--- config.mk ---
export PLATFORM = sky130hd
export DESIGN_NAME = uart_rx_flat
export DESIGN_NICKNAME = d
export VERILOG_FILES = /design/src/rtl/uart_rx_if.sv /design/src/rtl/uart_rx.sv /design/src/flat_wrapper.sv
export SDC_FILE = /design/constraint.sdc
export NUM_CORES = 1
export LEC_CHECK = 0
export CAP_MARGIN = 5
export CORE_AREA = 2 2 60 51
export DETAILED_ROUTE_END_ITERATION = 8
export DIE_AREA = 0 0 62 53
export GPL_ROUTABILITY_DRIVEN = 0
export PLACE_DENSITY = 0.8
export SLEW_MARGIN = 40
export SYNTH_ARGS = -nofsm -noshare
export SYNTH_HDL_FRONTEND = slang
export SYNTH_SLANG_ARGS = --single-unit
--- constraint.sdc ---
create_clock -name clk -period 4.8 [get_ports clk]
set_clock_uncertainty 0.15 [all_clocks]
set_input_delay 0.96 -clock clk [delete_from_list [all_inputs] [get_ports clk]]
set_output_delay 0.96 -clock clk [all_outputs]
set_load 0.005 [all_outputs]
--- src/rtl/uart_rx_if.sv ---
// uart_rx consumer-side bundle: received byte, status flags and read acknowledge.
// master = receiver, slave = downstream consumer.
interface uart_rx_if;
    logic [7:0] rx_byte;
    logic       rx_valid;
    logic       rx_busy;
    logic       frame_error;
    logic       overrun;
    logic       rd_ack;

    modport master (
        output rx_byte,
        output rx_valid,
        output rx_busy,
        output frame_error,
        output overrun,
        input  rd_ack
    );

    modport slave (
        input  rx_byte,
        input  rx_valid,
        input  rx_busy,
        input  frame_error,
        input  overrun,
        output rd_ack
    );
endinterface

--- src/rtl/uart_rx.sv ---
// Oversampling 8N1 UART receiver, LSB first, idle-high line.
// Start bit confirmed at mid-bit; data and stop sampled at bit centres.
module uart_rx #(
    parameter int OVERSAMPLE = 16
) (
    input  logic      clk,
    input  logic      rst,
    input  logic      rx,
    input  logic      baud_sample_tick,
    uart_rx_if.master bus
);

    localparam int CW = $clog2(OVERSAMPLE);
    localparam logic [CW-1:0] HALF = CW'(OVERSAMPLE / 2 - 1);
    localparam logic [CW-1:0] LAST = CW'(OVERSAMPLE - 1);

    typedef enum logic [2:0] {
        S_IDLE,
        S_START,
        S_DATA,
        S_STOP,
        S_BREAK
    } state_t;

    state_t        state, state_n;
    logic [CW-1:0] sample_cnt, sample_cnt_n;
    logic [2:0]    bit_cnt, bit_cnt_n;
    logic [7:0]    shift_reg, shift_reg_n;
    logic [7:0]    rx_byte_q, rx_byte_n;
    logic          valid_q, valid_n;
    logic          ferr_q, ferr_n;
    logic          pending, pending_n;
    logic          overrun_q, overrun_n;

    logic rx_m, rx_s;
    logic tick_q, tick_d, tick_en;

    // Line synchronizer resets to idle-high so reset never looks like a start bit
    always_ff @(posedge clk) begin
        if (!rst) begin
            rx_m   <= 1'b1;
            rx_s   <= 1'b1;
            tick_q <= 1'b0;
            tick_d <= 1'b0;
        end else begin
            rx_m   <= rx;
            rx_s   <= rx_m;
            tick_q <= baud_sample_tick;
            tick_d <= tick_q;
        end
    end

    assign tick_en = tick_q & ~tick_d;

    always_ff @(posedge clk) begin
        if (!rst) begin
            state      <= S_IDLE;
            sample_cnt <= '0;
            bit_cnt    <= '0;
            shift_reg  <= '0;
            rx_byte_q  <= '0;
            valid_q    <= 1'b0;
            ferr_q     <= 1'b0;
            pending    <= 1'b0;
            overrun_q  <= 1'b0;
        end else begin
            state      <= state_n;
            sample_cnt <= sample_cnt_n;
            bit_cnt    <= bit_cnt_n;
            shift_reg  <= shift_reg_n;
            rx_byte_q  <= rx_byte_n;
            valid_q    <= valid_n;
            ferr_q     <= ferr_n;
            pending    <= pending_n;
            overrun_q  <= overrun_n;
        end
    end

    always_comb begin
        state_n      = state;
        sample_cnt_n = sample_cnt;
        bit_cnt_n    = bit_cnt;
        shift_reg_n  = shift_reg;
        rx_byte_n    = rx_byte_q;
        valid_n      = 1'b0;
        ferr_n       = 1'b0;
        pending_n    = pending;
        overrun_n    = overrun_q;

        if (bus.rd_ack) begin
            pending_n = 1'b0;
            overrun_n = 1'b0;
        end

        if (tick_en) begin
            unique case (state)
                S_IDLE: begin
                    if (!rx_s) begin
                        state_n      = S_START;
                        sample_cnt_n = '0;
                    end
                end
                S_START: begin
                    if (sample_cnt == HALF) begin
                        sample_cnt_n = '0;
                        bit_cnt_n    = '0;
                        state_n      = rx_s ? S_IDLE : S_DATA;
                    end else begin
                        sample_cnt_n = sample_cnt + 1'b1;
                    end
                end
                S_DATA: begin
                    if (sample_cnt == LAST) begin
                        sample_cnt_n         = '0;
                        shift_reg_n[bit_cnt] = rx_s;
                        bit_cnt_n            = bit_cnt + 3'd1;
                        if (bit_cnt == 3'd7) begin
                            state_n = S_STOP;
                        end
                    end else begin
                        sample_cnt_n = sample_cnt + 1'b1;
                    end
                end
                S_STOP: begin
                    if (sample_cnt == LAST) begin
                        sample_cnt_n = '0;
                        if (rx_s) begin
                            rx_byte_n = shift_reg;
                            valid_n   = 1'b1;
                            pending_n = 1'b1;
                            // A coincident ack consumes the old byte first
                            if (pending && !bus.rd_ack) begin
                                overrun_n = 1'b1;
                            end
                            state_n = S_IDLE;
                        end else begin
                            ferr_n  = 1'b1;
                            state_n = S_BREAK;
                        end
                    end else begin
                        sample_cnt_n = sample_cnt + 1'b1;
                    end
                end
                S_BREAK: begin
                    if (rx_s) begin
                        state_n = S_IDLE;
                    end
                end
                default: begin
                    state_n = S_IDLE;
                end
            endcase
        end
    end

    assign bus.rx_byte     = rx_byte_q;
    assign bus.rx_valid    = valid_q;
    assign bus.frame_error = ferr_q;
    assign bus.overrun     = overrun_q;
    assign bus.rx_busy     = (state == S_DATA) || (state == S_STOP)
                           || (state == S_BREAK);

endmodule

--- src/flat_wrapper.sv ---
// flat-port wrapper written by rule: the top's interface ports become plain ports
module uart_rx_flat 
#(
    parameter int OVERSAMPLE = 16
)
  (clk, rst, rx, baud_sample_tick, bus_rx_byte, bus_rx_valid, bus_rx_busy, bus_frame_error, bus_overrun, bus_rd_ack);
  uart_rx_if bus_i ();
  input  logic clk;
  input  logic rst;
  input  logic rx;
  input  logic baud_sample_tick;
  output wire logic [$bits(bus_i.rx_byte)-1:0] bus_rx_byte;
  output wire logic [$bits(bus_i.rx_valid)-1:0] bus_rx_valid;
  output wire logic [$bits(bus_i.rx_busy)-1:0] bus_rx_busy;
  output wire logic [$bits(bus_i.frame_error)-1:0] bus_frame_error;
  output wire logic [$bits(bus_i.overrun)-1:0] bus_overrun;
  input wire logic [$bits(bus_i.rd_ack)-1:0] bus_rd_ack;
  assign bus_rx_byte = bus_i.rx_byte;
  assign bus_rx_valid = bus_i.rx_valid;
  assign bus_rx_busy = bus_i.rx_busy;
  assign bus_frame_error = bus_i.frame_error;
  assign bus_overrun = bus_i.overrun;
  assign bus_i.rd_ack = bus_rd_ack;
  uart_rx #(.OVERSAMPLE(OVERSAMPLE)) u_core (.clk(clk), .rst(rst), .rx(rx), .baud_sample_tick(baud_sample_tick), .bus(bus_i));
endmodule
==> flow_summary.ini <==
[critical_path]
startpoint_type = register
cp.arrival_ps = 1730
rr_worst_depth = 4
r2r_start = u_core.state[2]
max_stage_delay_ps = 520
cp_max_fo = 11
worstSetupPathType = register to primary output
required_ps = 3690
crit_chain = nor2_1 > nand2_1 > o21ai_0 > clkdlybuf4s50_1
r2r_slack_ps = 2790
crit_buf_inv = 1
r2r_end = u_core.sample_cnt[0]
end_kind = primary output
path_delay_family = buffers and inverters
cpMaxStageDelayCell = clkdlybuf4s50_1

[floorplan]
dieWidth_um = 62
start_util_pct = 56.3
coreArea_sq_um = 2660
die_y_um = 53
num_rows = 17
die_area_sq_um = 3290
ios = 17

[yosys]
yosysUniqueCellTypes = 41
yosysMostFrequentCell = dfxtp_1
netlist_area_sq_um = 1500
postSynth.asyncResetShare_pct = 0
syn-num-nets = 167
yosysTopAreaCell = dfxtp_1
ys_warn_count = 0
synthCells = 159
yosysSeqAreaShare_pct = 45.5
synth_area_leaders = dfxtp_1 (45%), mux2i_1 (11%), nand2_1 (4.5%)
synthFlopType = dfxtp_1
synth.top_cell.area_share_pct = 45.5
avgSynthCellArea_sq_um = 9.41
synth_edf_count = 0
ys_ff_latch = 34
synth_common_cells = dfxtp_1 (34), nand2_1 (18), mux2i_1 (16), nor2_1 (16), a21oi_1 (8)

[cts]
cts_post_setup_buffers_inserted = 0
clockBufferDepth = 2
cts_tree = done
hold_buffers = 0
insertion_delay_ps = 330
cts_made_buffers = 5
ctsRootBufferMaster = clkbuf_4
htree_levels = 2
cts-resized-gates = 0
cts_sinks = 34
clk_pin_slew_worst_paths_ps = 100

[flow_run]
maxCapViolations = 0

[timing]
max_freq_mhz = 352
final-max-slew-violation-count = 0
relSlewSlack_pct = 58.2
finalSetupViolations = 0
finalHoldViolCount = 0
period_share_pct = 59.2
tightest_slew_ps = 626
min_period_ps = 2840
rsz0062_at_grt = no
tns_ps = 0

[power_and_ir_drop]
p_per_area_nw_per_um2 = 268
p_leak_nw = 0.645
peakVddDrop_uv = 181

[worst_hold_path]
hp-start = u_core.rx_m
hold_path_end = u_core.rx_s
hold_depth = 1
hold_path.class = register to register

[global_route]
grt_pass1_wl_um = 5190
grt_start_max_net_pins = 21
antenna_found_initial = 0
grt_pass1_vias = 1168
grt_util_all_layers_pct = 22.2
overflow = 0

[finish]
fin_nets = 184
antenna_cells = 0
fin_area_sq_um = 1740
drive_gt1_share_pct = 10.2
area_growth_pct = 16.0

[detailed_routing]
drt_pass1_iterations = 4
vias_per_cell = 5.53
wl_per_cell_um = 13.4
drtIter0Drc = 55
wl_um = 2890
drtAntennaViolNets = 0
dr_total_vias = 1189
drc_errors = 0

[placement]
dpl.hpwl_um = 2070
placed_area_sq_um = 1680
numPortBuffers = 16

[status]
status = finished, final reports clean
-- through the flow --
step,std cells,hold slack (ps),utilization [%],setup slack [ps],power (mW)
3_3_place_gp,207,244,63.0,2040,0.311
3_5_place_dp,207,266,63.0,1990,0.312
5_1_grt,215,306,65.3,1780,0.489
2_1_floorplan,159,236,-,2920,0.305
4_1_cts,215,296,65.3,1940,0.471
6_report,215,285,65.3,1960,0.465
-- power by group --
| part | total [mW] | leakage (nW) | internal (mW) | switching (mW) |
|---|---|---|---|---|
| registers | 0.286 | 0.275 | 0.284 | 0.00202 |
| clock network | 0.160 | 0.0353 | 0.0709 | 0.0886 |
| logic | 0.0193 | 0.335 | 0.00764 | 0.0117 |
| total | 0.465 | 0.645 | 0.362 | 0.102 |
-- cell usage in the layout (no fill, tap or decap), types with 3 or more instances in the layout --
master           count
dfxtp_1             34
nand2_1             18
nor2_1              16
mux2i_1             16
clkdlybuf4s50_1     16
a21oi_1              8
clkbuf_4             5
inv_1                4
nor3b_1              4
nor3_1               4
nand3b_1             4
nand2b_1             3
nand4_1              3
nand3_1              3
nand4b_1             3
ha_1                 3
-- kinds of logic after synthesis --
kind of cell	after synthesis	synth area share [%]
AOI/OAI and AO/OA	22	10.4
and+or+nand+nor	72	26.9
muxes	16	10.7
DFF	34	45.5
buffers and inverters	11	3.43
adders and majority gates	3	2.51
xor gates and xnor gates	1	0.585
-- how the worst max path moves through the flow --
| stage | startpoint | end | slack, ps | cells after the start |
|---|---|---|---|---|
| floorplan | u_core.state[1] | bus_rx_busy | 2920 | 4 |
| global placement | rst | u_core.bus.rx_valid | 2040 | 3 |
| detailed placement | rst | u_core.bus.rx_valid | 1990 | 3 |
| CTS | u_core.state[1] | bus_rx_busy | 1940 | 4 |
| global route | u_core.state[1] | bus_rx_busy | 1780 | 4 |
| finish | u_core.state[1] | bus_rx_busy | 1960 | 4 |
-- area by class of cell --
| cell class | instances | area (sq um) |
|---|---|---|
| Multi-Input combinational cell | 114 | 764 |
| Inverter | 4 | 15.0 |
| Fill cell | 220 | 923 |
| Sequential cell | 34 | 681 |
| Clock inverter | 1 | 5.00 |
| Clock buffer | 7 | 55.1 |
| Tap cell | 38 | 47.5 |
| Timing Repair Buffer | 17 | 168 |
-- routing by layer --
metal / vias to the layer above / track usage (%) / wire [um]
li1: 606 / - / -
met1: 556 / 28.5 / 1400
met2: 23 / 34.0 / 1320
met3: 4 / 7.33 / 134
met4: 0 / 8.87 / 35
met5: - / 0 / 0
Power figures use the tool's default switching activity.
